**config.mk**
```make
export PLATFORM = sky130hd
export DESIGN_NAME = ets_instr_tracker_flat
export DESIGN_NICKNAME = d
export VERILOG_FILES = /design/src/rtl/ets_pkg.sv /design/src/rtl/ets_instr_tracker_if.sv /design/src/rtl/ets_sat_counter.sv /design/src/rtl/ets_instr_tracker.sv /design/src/flat_wrapper.sv
export SDC_FILE = /design/constraint.sdc
export NUM_CORES = 1
export LEC_CHECK = 0
export CORE_MARGIN = 8
export CORE_UTILIZATION = 47
export DETAILED_ROUTE_END_ITERATION = 8
export HOLD_SLACK_MARGIN = 0.15
export PLACE_DENSITY = 0.81
export SLEW_MARGIN = 0
export SYNTH_ARGS = -nofsm -noshare
export SYNTH_HDL_FRONTEND = slang
export SYNTH_SLANG_ARGS = --single-unit
export TNS_END_PERCENT = 1
```
**constraint.sdc**
```tcl
create_clock -name clk -period 6.4 [get_ports clk]
set_input_delay 1.28 -clock clk [delete_from_list [all_inputs] [get_ports clk]]
set_output_delay 1.28 -clock clk [all_outputs]
set_load 0.1 [all_outputs]
```
**src/rtl/ets_pkg.sv**
```systemverilog
// ets_pkg: shared state encoding and opcode field constants
// for the instruction tracker front-end of ets_monitor.
package ets_pkg;

  typedef enum logic [1:0] {
    IDLE   = 2'd0,
    START  = 2'd1,
    ACTIVE = 2'd2,
    DONE   = 2'd3
  } state_e;

  localparam int OPC_LSB = 0;
  localparam int OPC_W   = 7;

endpackage

```
**src/rtl/ets_instr_tracker_if.sv**
```systemverilog
// ets_instr_tracker_if: core issue/retire/flush event bundle.
// master = core side (drives), slave = tracker side (receives).
interface ets_instr_tracker_if;

  logic        core_issue_valid;
  logic [31:0] core_issue_pc;
  logic [31:0] core_issue_instr;
  logic        core_retire_valid;
  logic        core_flush;

  modport master (
    output core_issue_valid,
    output core_issue_pc,
    output core_issue_instr,
    output core_retire_valid,
    output core_flush
  );

  modport slave (
    input core_issue_valid,
    input core_issue_pc,
    input core_issue_instr,
    input core_retire_valid,
    input core_flush
  );

endinterface

```
**src/rtl/ets_sat_counter.sv**
```systemverilog
// ets_sat_counter: W-bit event counter, saturates at all-ones.
// Ports: clk, rst (async high), inc, clr (sync, wins), count.
module ets_sat_counter #(
  parameter int W = 16
) (
  input  logic         clk,
  input  logic         rst,
  input  logic         inc,
  input  logic         clr,
  output logic [W-1:0] count
);

  always_ff @(posedge clk or posedge rst) begin
    if (rst) begin
      count <= '0;
    end else if (clr) begin
      count <= '0;
    end else if (inc && count != '1) begin
      count <= count + 1'b1;
    end
  end

endmodule

```
**src/rtl/ets_instr_tracker.sv**
```systemverilog
// ets_instr_tracker: turns core issue/retire/flush events into a
// start/active/done window with latched pc/opcode, plus stats.
// Ports: clk, rst (async high), en, clr_stats, core (slave),
// instr_* window outputs, trk_* status and counters.
module ets_instr_tracker
  import ets_pkg::*;
#(
  parameter int TIMEOUT_CYCLES = 1024,
  parameter int CNT_W          = 16
) (
  input  logic               clk,
  input  logic               rst,
  input  logic               en,
  input  logic               clr_stats,
  ets_instr_tracker_if.slave core,
  output logic               instr_start,
  output logic               instr_active,
  output logic               instr_done,
  output logic [31:0]        instr_pc,
  output logic [OPC_W-1:0]   instr_opcode,
  output logic               trk_busy,
  output logic               trk_timeout,
  output logic [31:0]        trk_count,
  output logic [CNT_W-1:0]   trk_dropped,
  output logic [CNT_W-1:0]   trk_aborted
);

  localparam int WW =
    (TIMEOUT_CYCLES > 1) ? $clog2(TIMEOUT_CYCLES) : 1;
  localparam logic [WW-1:0] WLAST = WW'(TIMEOUT_CYCLES - 1);

  state_e        state_q;
  state_e        state_d;
  logic          pend_q;
  logic [WW-1:0] wait_q;

  logic in_open;
  logic can_acc;
  logic issue_ok;
  logic accept;
  logic drop;
  logic abort;
  logic tmo_hit;
  logic tmo_set;
  logic done_inc;
  logic retire;
  logic flush;

  logic unused_instr;
  assign unused_instr = ^core.core_issue_instr;

  assign retire   = core.core_retire_valid;
  assign flush    = core.core_flush;
  assign in_open  = (state_q == START) || (state_q == ACTIVE);
  assign can_acc  = (state_q == IDLE) || (state_q == DONE);
  assign issue_ok = en && core.core_issue_valid && !flush;
  assign accept   = issue_ok && can_acc;
  assign drop     = issue_ok && in_open;
  assign abort    = flush && in_open;
  assign tmo_hit  = (state_q == ACTIVE) && (wait_q == WLAST);
  assign tmo_set  = tmo_hit && !retire && !flush;
  assign done_inc = (state_d == DONE) && (state_q != DONE);

  // Flush is checked first so it beats retire and timeout.
  always_comb begin
    state_d = state_q;
    unique case (state_q)
      IDLE: begin
        if (accept) state_d = START;
      end
      START: begin
        if (flush)                 state_d = IDLE;
        else if (retire || pend_q) state_d = DONE;
        else                       state_d = ACTIVE;
      end
      ACTIVE: begin
        if (flush)                  state_d = IDLE;
        else if (retire || tmo_hit) state_d = DONE;
      end
      DONE: begin
        state_d = accept ? START : IDLE;
      end
      default: state_d = IDLE;
    endcase
  end

  always_ff @(posedge clk or posedge rst) begin
    if (rst) begin
      state_q      <= IDLE;
      pend_q       <= 1'b0;
      wait_q       <= '0;
      instr_pc     <= '0;
      instr_opcode <= '0;
      trk_timeout  <= 1'b0;
    end else begin
      state_q <= state_d;
      // A retire alongside the accepted issue belongs to it.
      if (accept) begin
        pend_q       <= retire;
        instr_pc     <= core.core_issue_pc;
        instr_opcode <= core.core_issue_instr[OPC_LSB +: OPC_W];
      end else if (state_q == START) begin
        pend_q <= 1'b0;
      end
      if (state_d == START) begin
        wait_q <= '0;
      end else if (state_q == ACTIVE && state_d == ACTIVE) begin
        wait_q <= wait_q + 1'b1;
      end
      if (clr_stats) begin
        trk_timeout <= 1'b0;
      end else if (tmo_set) begin
        trk_timeout <= 1'b1;
      end
    end
  end

  assign instr_start  = (state_q == START);
  assign instr_active = (state_q != IDLE);
  assign instr_done   = (state_q == DONE);
  assign trk_busy     = (state_q != IDLE);

  ets_sat_counter #(.W(32)) u_cnt_done (
    .clk   (clk),
    .rst   (rst),
    .inc   (done_inc),
    .clr   (clr_stats),
    .count (trk_count)
  );

  ets_sat_counter #(.W(CNT_W)) u_cnt_drop (
    .clk   (clk),
    .rst   (rst),
    .inc   (drop),
    .clr   (clr_stats),
    .count (trk_dropped)
  );

  ets_sat_counter #(.W(CNT_W)) u_cnt_abort (
    .clk   (clk),
    .rst   (rst),
    .inc   (abort),
    .clr   (clr_stats),
    .count (trk_aborted)
  );

endmodule

```
**src/flat_wrapper.sv**
```systemverilog
// flat-port wrapper written by rule: the top's interface ports become plain ports
module ets_instr_tracker_flat import ets_pkg::*;
#(
  parameter int TIMEOUT_CYCLES = 1024,
  parameter int CNT_W          = 16
)
  (clk, rst, en, clr_stats, instr_start, instr_active, instr_done, instr_pc, instr_opcode, trk_busy, trk_timeout, trk_count, trk_dropped, trk_aborted, core_core_issue_valid, core_core_issue_pc, core_core_issue_instr, core_core_retire_valid, core_core_flush);
  ets_instr_tracker_if core_i ();
  input  logic clk;
  input  logic rst;
  input  logic en;
  input  logic clr_stats;
  output logic instr_start;
  output logic instr_active;
  output logic instr_done;
  output logic [31:0] instr_pc;
  output logic [OPC_W-1:0] instr_opcode;
  output logic trk_busy;
  output logic trk_timeout;
  output logic [31:0] trk_count;
  output logic [CNT_W-1:0] trk_dropped;
  output logic [CNT_W-1:0] trk_aborted;
  input wire logic [$bits(core_i.core_issue_valid)-1:0] core_core_issue_valid;
  input wire logic [$bits(core_i.core_issue_pc)-1:0] core_core_issue_pc;
  input wire logic [$bits(core_i.core_issue_instr)-1:0] core_core_issue_instr;
  input wire logic [$bits(core_i.core_retire_valid)-1:0] core_core_retire_valid;
  input wire logic [$bits(core_i.core_flush)-1:0] core_core_flush;
  assign core_i.core_issue_valid = core_core_issue_valid;
  assign core_i.core_issue_pc = core_core_issue_pc;
  assign core_i.core_issue_instr = core_core_issue_instr;
  assign core_i.core_retire_valid = core_core_retire_valid;
  assign core_i.core_flush = core_core_flush;
  ets_instr_tracker #(.TIMEOUT_CYCLES(TIMEOUT_CYCLES), .CNT_W(CNT_W)) u_core (.clk(clk), .rst(rst), .en(en), .clr_stats(clr_stats), .core(core_i), .instr_start(instr_start), .instr_active(instr_active), .instr_done(instr_done), .instr_pc(instr_pc), .instr_opcode(instr_opcode), .trk_busy(trk_busy), .trk_timeout(trk_timeout), .trk_count(trk_count), .trk_dropped(trk_dropped), .trk_aborted(trk_aborted));
endmodule
```
==> metrics.md <==
| Metric | Value |
|---|---|
| Multi-input logic area | `~0.0027 mm^2` |
| Max Slew Vio Count | `0` |
| H-Tree Depth | `4` |
| Cells after synthesis | `roughly 570` |
| First-pass GRT wire length | `26,500 um` |
| Critical path data arrival time | `~4.8 ns` |
| Crit. End Element | `register` |
| Synth-to-Final Area Change | `39.0%` |
| Layout cells sized above 1 | `11.9%` |
| # rows | `40` |
| Hold Buf Count CTS | `0` |
| Critical path startpoint category | `primary input` |
| WS Path Type | `in -> reg` |
| Initial antenna violation count | `1` |
| Full die area | `0.0160 mm^2` |
| GRT Util Overall | `between 20% and 30%` |
| Die W | `about 130 um` |
| Leakage power | `between 0.003 and 0.004 uW` |
| Tcrit/Tclk final | `between 60% and 70%` |
| Worst skew pair latency | `around 0.41 ns` |
| Port Buffers | `approximately 150` |
| Critical Path RT | `roughly 6.7 ns` |
| Vias per cell | `slightly below 6` |
| Placer congestion estimate | `between 0.8 and 0.9` |
| Top cell type's share of synthesized area | `50.8%` |
| Synthesized area per cell | `10.2 um^2` |
| Post-Route WL | `roughly 16,000 um` |
| NumNets Final | `approximately 800` |
| Largest net degree at the start of global routing | `79` |
| Post-synth top cells | `117 x dfrtp_1, 45 x nor2_1, 42 x mux2_2` |
| Unrepaired setup endpoints after global routing | `no` |
| Hold Path Class | `reg -> reg` |
| Max Freq | `225 MHz` |
| Mapped cell area | `0.00576 mm^2` |
| Critical path fanouts, max | `18` |
| Maximum VDD drop | `between 0.5 and 0.6 mV` |
| WL per Instance | `between 15 and 20 um` |
| Synthesized flop and latch total | `117` |
| Post-route DRC | `0` |
| Clk slew on worst S/H paths | `roughly 0.05 ns` |
| Final Critical Period | `4.44 ns` |
| Seq/Total Area, Yosys | `just over 50%` |
| Unique masters post-synth | `45` |
| Slew @ Worst Pin | `about 1.1 ns` |
| Core ar. | `roughly 0.012 mm^2` |
| Setup Fix Bufs, Post-CTS | `0` |
| # IOs | `between 150 and 200` |
| Primary FF master, synth | `dfrtp_1` |
| Via Count | `slightly above 5,000` |
| Status | `completed` |
| Grt total ovfl | `0` |
| Most frequent cell after synthesis | `dfrtp_1` |
| Clock Skew | `0.00569 ns` |
| Setup TNS | `0 ns` |
| Yosys warning count | `0` |
| Syn_nets | `around 650` |
| Slew headroom | `around 29%` |
| Post-route ant nets | `0` |
| Longest Clk Path Bufs | `2` |
| Pre-antenna DRT Iters | `5` |
| Post-synth EDFFs | `0` |
| Starting Density | `a little under half` |
| Power Dens Cells | `442 mW/mm^2` |
| Final core occ | `between 60% and 70%` |
| DP Wirelength | `11,300 um` |
| Final setup fails | `0` |
| Vias in the first global route | `5,277` |
| Register area | `between 0.002 and 0.003 mm^2` |
| Clock tree sinks | `roughly 120` |
| Fill cells | `approximately 890` |
| Max Cap Viol | `0` |
| Num CTS Buffers | `17` |
| CTS tree | `done` |
| Synth area leader | `dfrtp_1` |
| Initial DRC count | `about 530` |
| Top cells by area, synth | `dfrtp_1 51%, mux2_2 8.2%, a21oi_1 3.4%` |
| Synth async-reset ratio | `100%` |
| Endpoints failing hold | `0` |
| Cts repair resizes | `0` |
| Inserted Diodes | `0` |
| Clk Tree Root Cell | `clkbuf_16` |
| Height of the die | `about 130 um` |
## cell families (layout without fill, tap and decap cells)
logic type	after synthesis	in the layout	synth area share (%)
AOI/OAI and AO/OA	93	93	9.47
buffers and inverters	40	204	2.91
and+or+nand+nor	237	237	22.4
muxes	44	44	8.56
adders and majority gates	9	9	1.96
DFF	117	117	50.8
xor gates and xnor gates	25	25	3.80
## state kept, by name, indices dropped and copies added, names as in the netlist
register	cells
u_core.state_q	2
u_core.wait_q	10
u_core.pend_q	1
u_core.instr_opcode	7
u_core.u_cnt_drop.count	16
u_core.instr_pc	32
u_core.u_cnt_done.count	32
u_core.trk_timeout	1
u_core.u_cnt_abort.count	16
## final cells by class
type,count,area share (%)
multi-input combinational,408,33.5
timing repair buffer,157,19.4
inverter,15,0.735
clock buffer,24,6.27
sequential,117,36.6
tap,147,2.30
clock inverter,8,1.20
## through the flow
step	setup WS, ns	total power [uW]	std cells	cell area (um^2)	hold slack, ns
after floorplan	2.02	2200	565	5760	0.519
after global placement	1.79	2580	844	7400	0.489
after detailed placement	1.62	2600	844	7400	0.499
after global routing	1.79	3660	876	8000	0.531
after CTS	2.05	3560	876	8000	0.512
final	1.96	3540	876	8000	0.508
## metal layers
layer	GRT usage, %	wire length, um	part of all wire (%)
met2	31.5	7290	45
met3	12.5	2280	14
met4	6.86	205	1.3
met5	0	10	0.062
met1	22.7	6270	39
## power breakdown
| group | internal [uW] | switching [uW] | total, uW |
|---|---|---|---|
| combinational | 372 | 1260 | 1630 |
| clock | 622 | 326 | 947 |
| sequential | 875 | 85.9 | 961 |
| total | 1870 | 1670 | 3540 |
## layout by cell type (no fill, tap or decap), drive strengths merged, types with 2 or more instances in the layout
master         Yosys  routed
nand2b             4       4
nand2             41      41
nand4b             2       2
and4               8       8
o311ai             4       4
nand4             21      21
ha                 9       9
bufinv             0       2
clkbuf            17      24
and2               4       4
mux2i              2       2
nand3             37      37
xnor2             10      10
nor2              45      45
clkinv             0       5
xor2              15      15
or4               18      18
nor3               6       6
mux2              42      42
nor4b              2       2
buf                8       5
dfrtp            117     117
or3               23      23
a21oi             39      39
nor4               6       6
o21ai             25      25
or4b               3       3
o31ai             15      15
nor2b              4       4
o211ai             6       6
inv               15      15
clkdlybuf4s50      0     152
and3               8       8
or2                4       4
## critical path, stage by stage
cell and delay (ns):
clkdlybuf4s50_1 0.65, nor2b_1 0.13, a21oi_1 0.19, or4b_1 0.50, a21boi_1 0.75, inv_1 0.52, or3_1 0.50, o311ai_1 0.22
## worst paths after layout
| path | start | slack, ns | cells past startpoint | end |
|---|---|---|---|---|
| min in group asynchronous | rst | 1.42 | 2 | u_core.instr_pc[10] |
| worst min-delay path | u_core.instr_opcode[4] | 0.51 | 1 | u_core.instr_opcode[4] |
| worst min register to register | u_core.instr_opcode[4] | 0.51 | 1 | u_core.instr_opcode[4] |
| worst max-delay path | core_core_flush | 1.96 | 8 | u_core.wait_q[6] |
| worst max register to register | u_core.state_q[0] | 2.61 | 9 | u_core.wait_q[6] |
| max in group asynchronous | rst | 3.86 | 3 | u_core.u_cnt_abort.count[4] |
(Power assumes the default switching activity.)
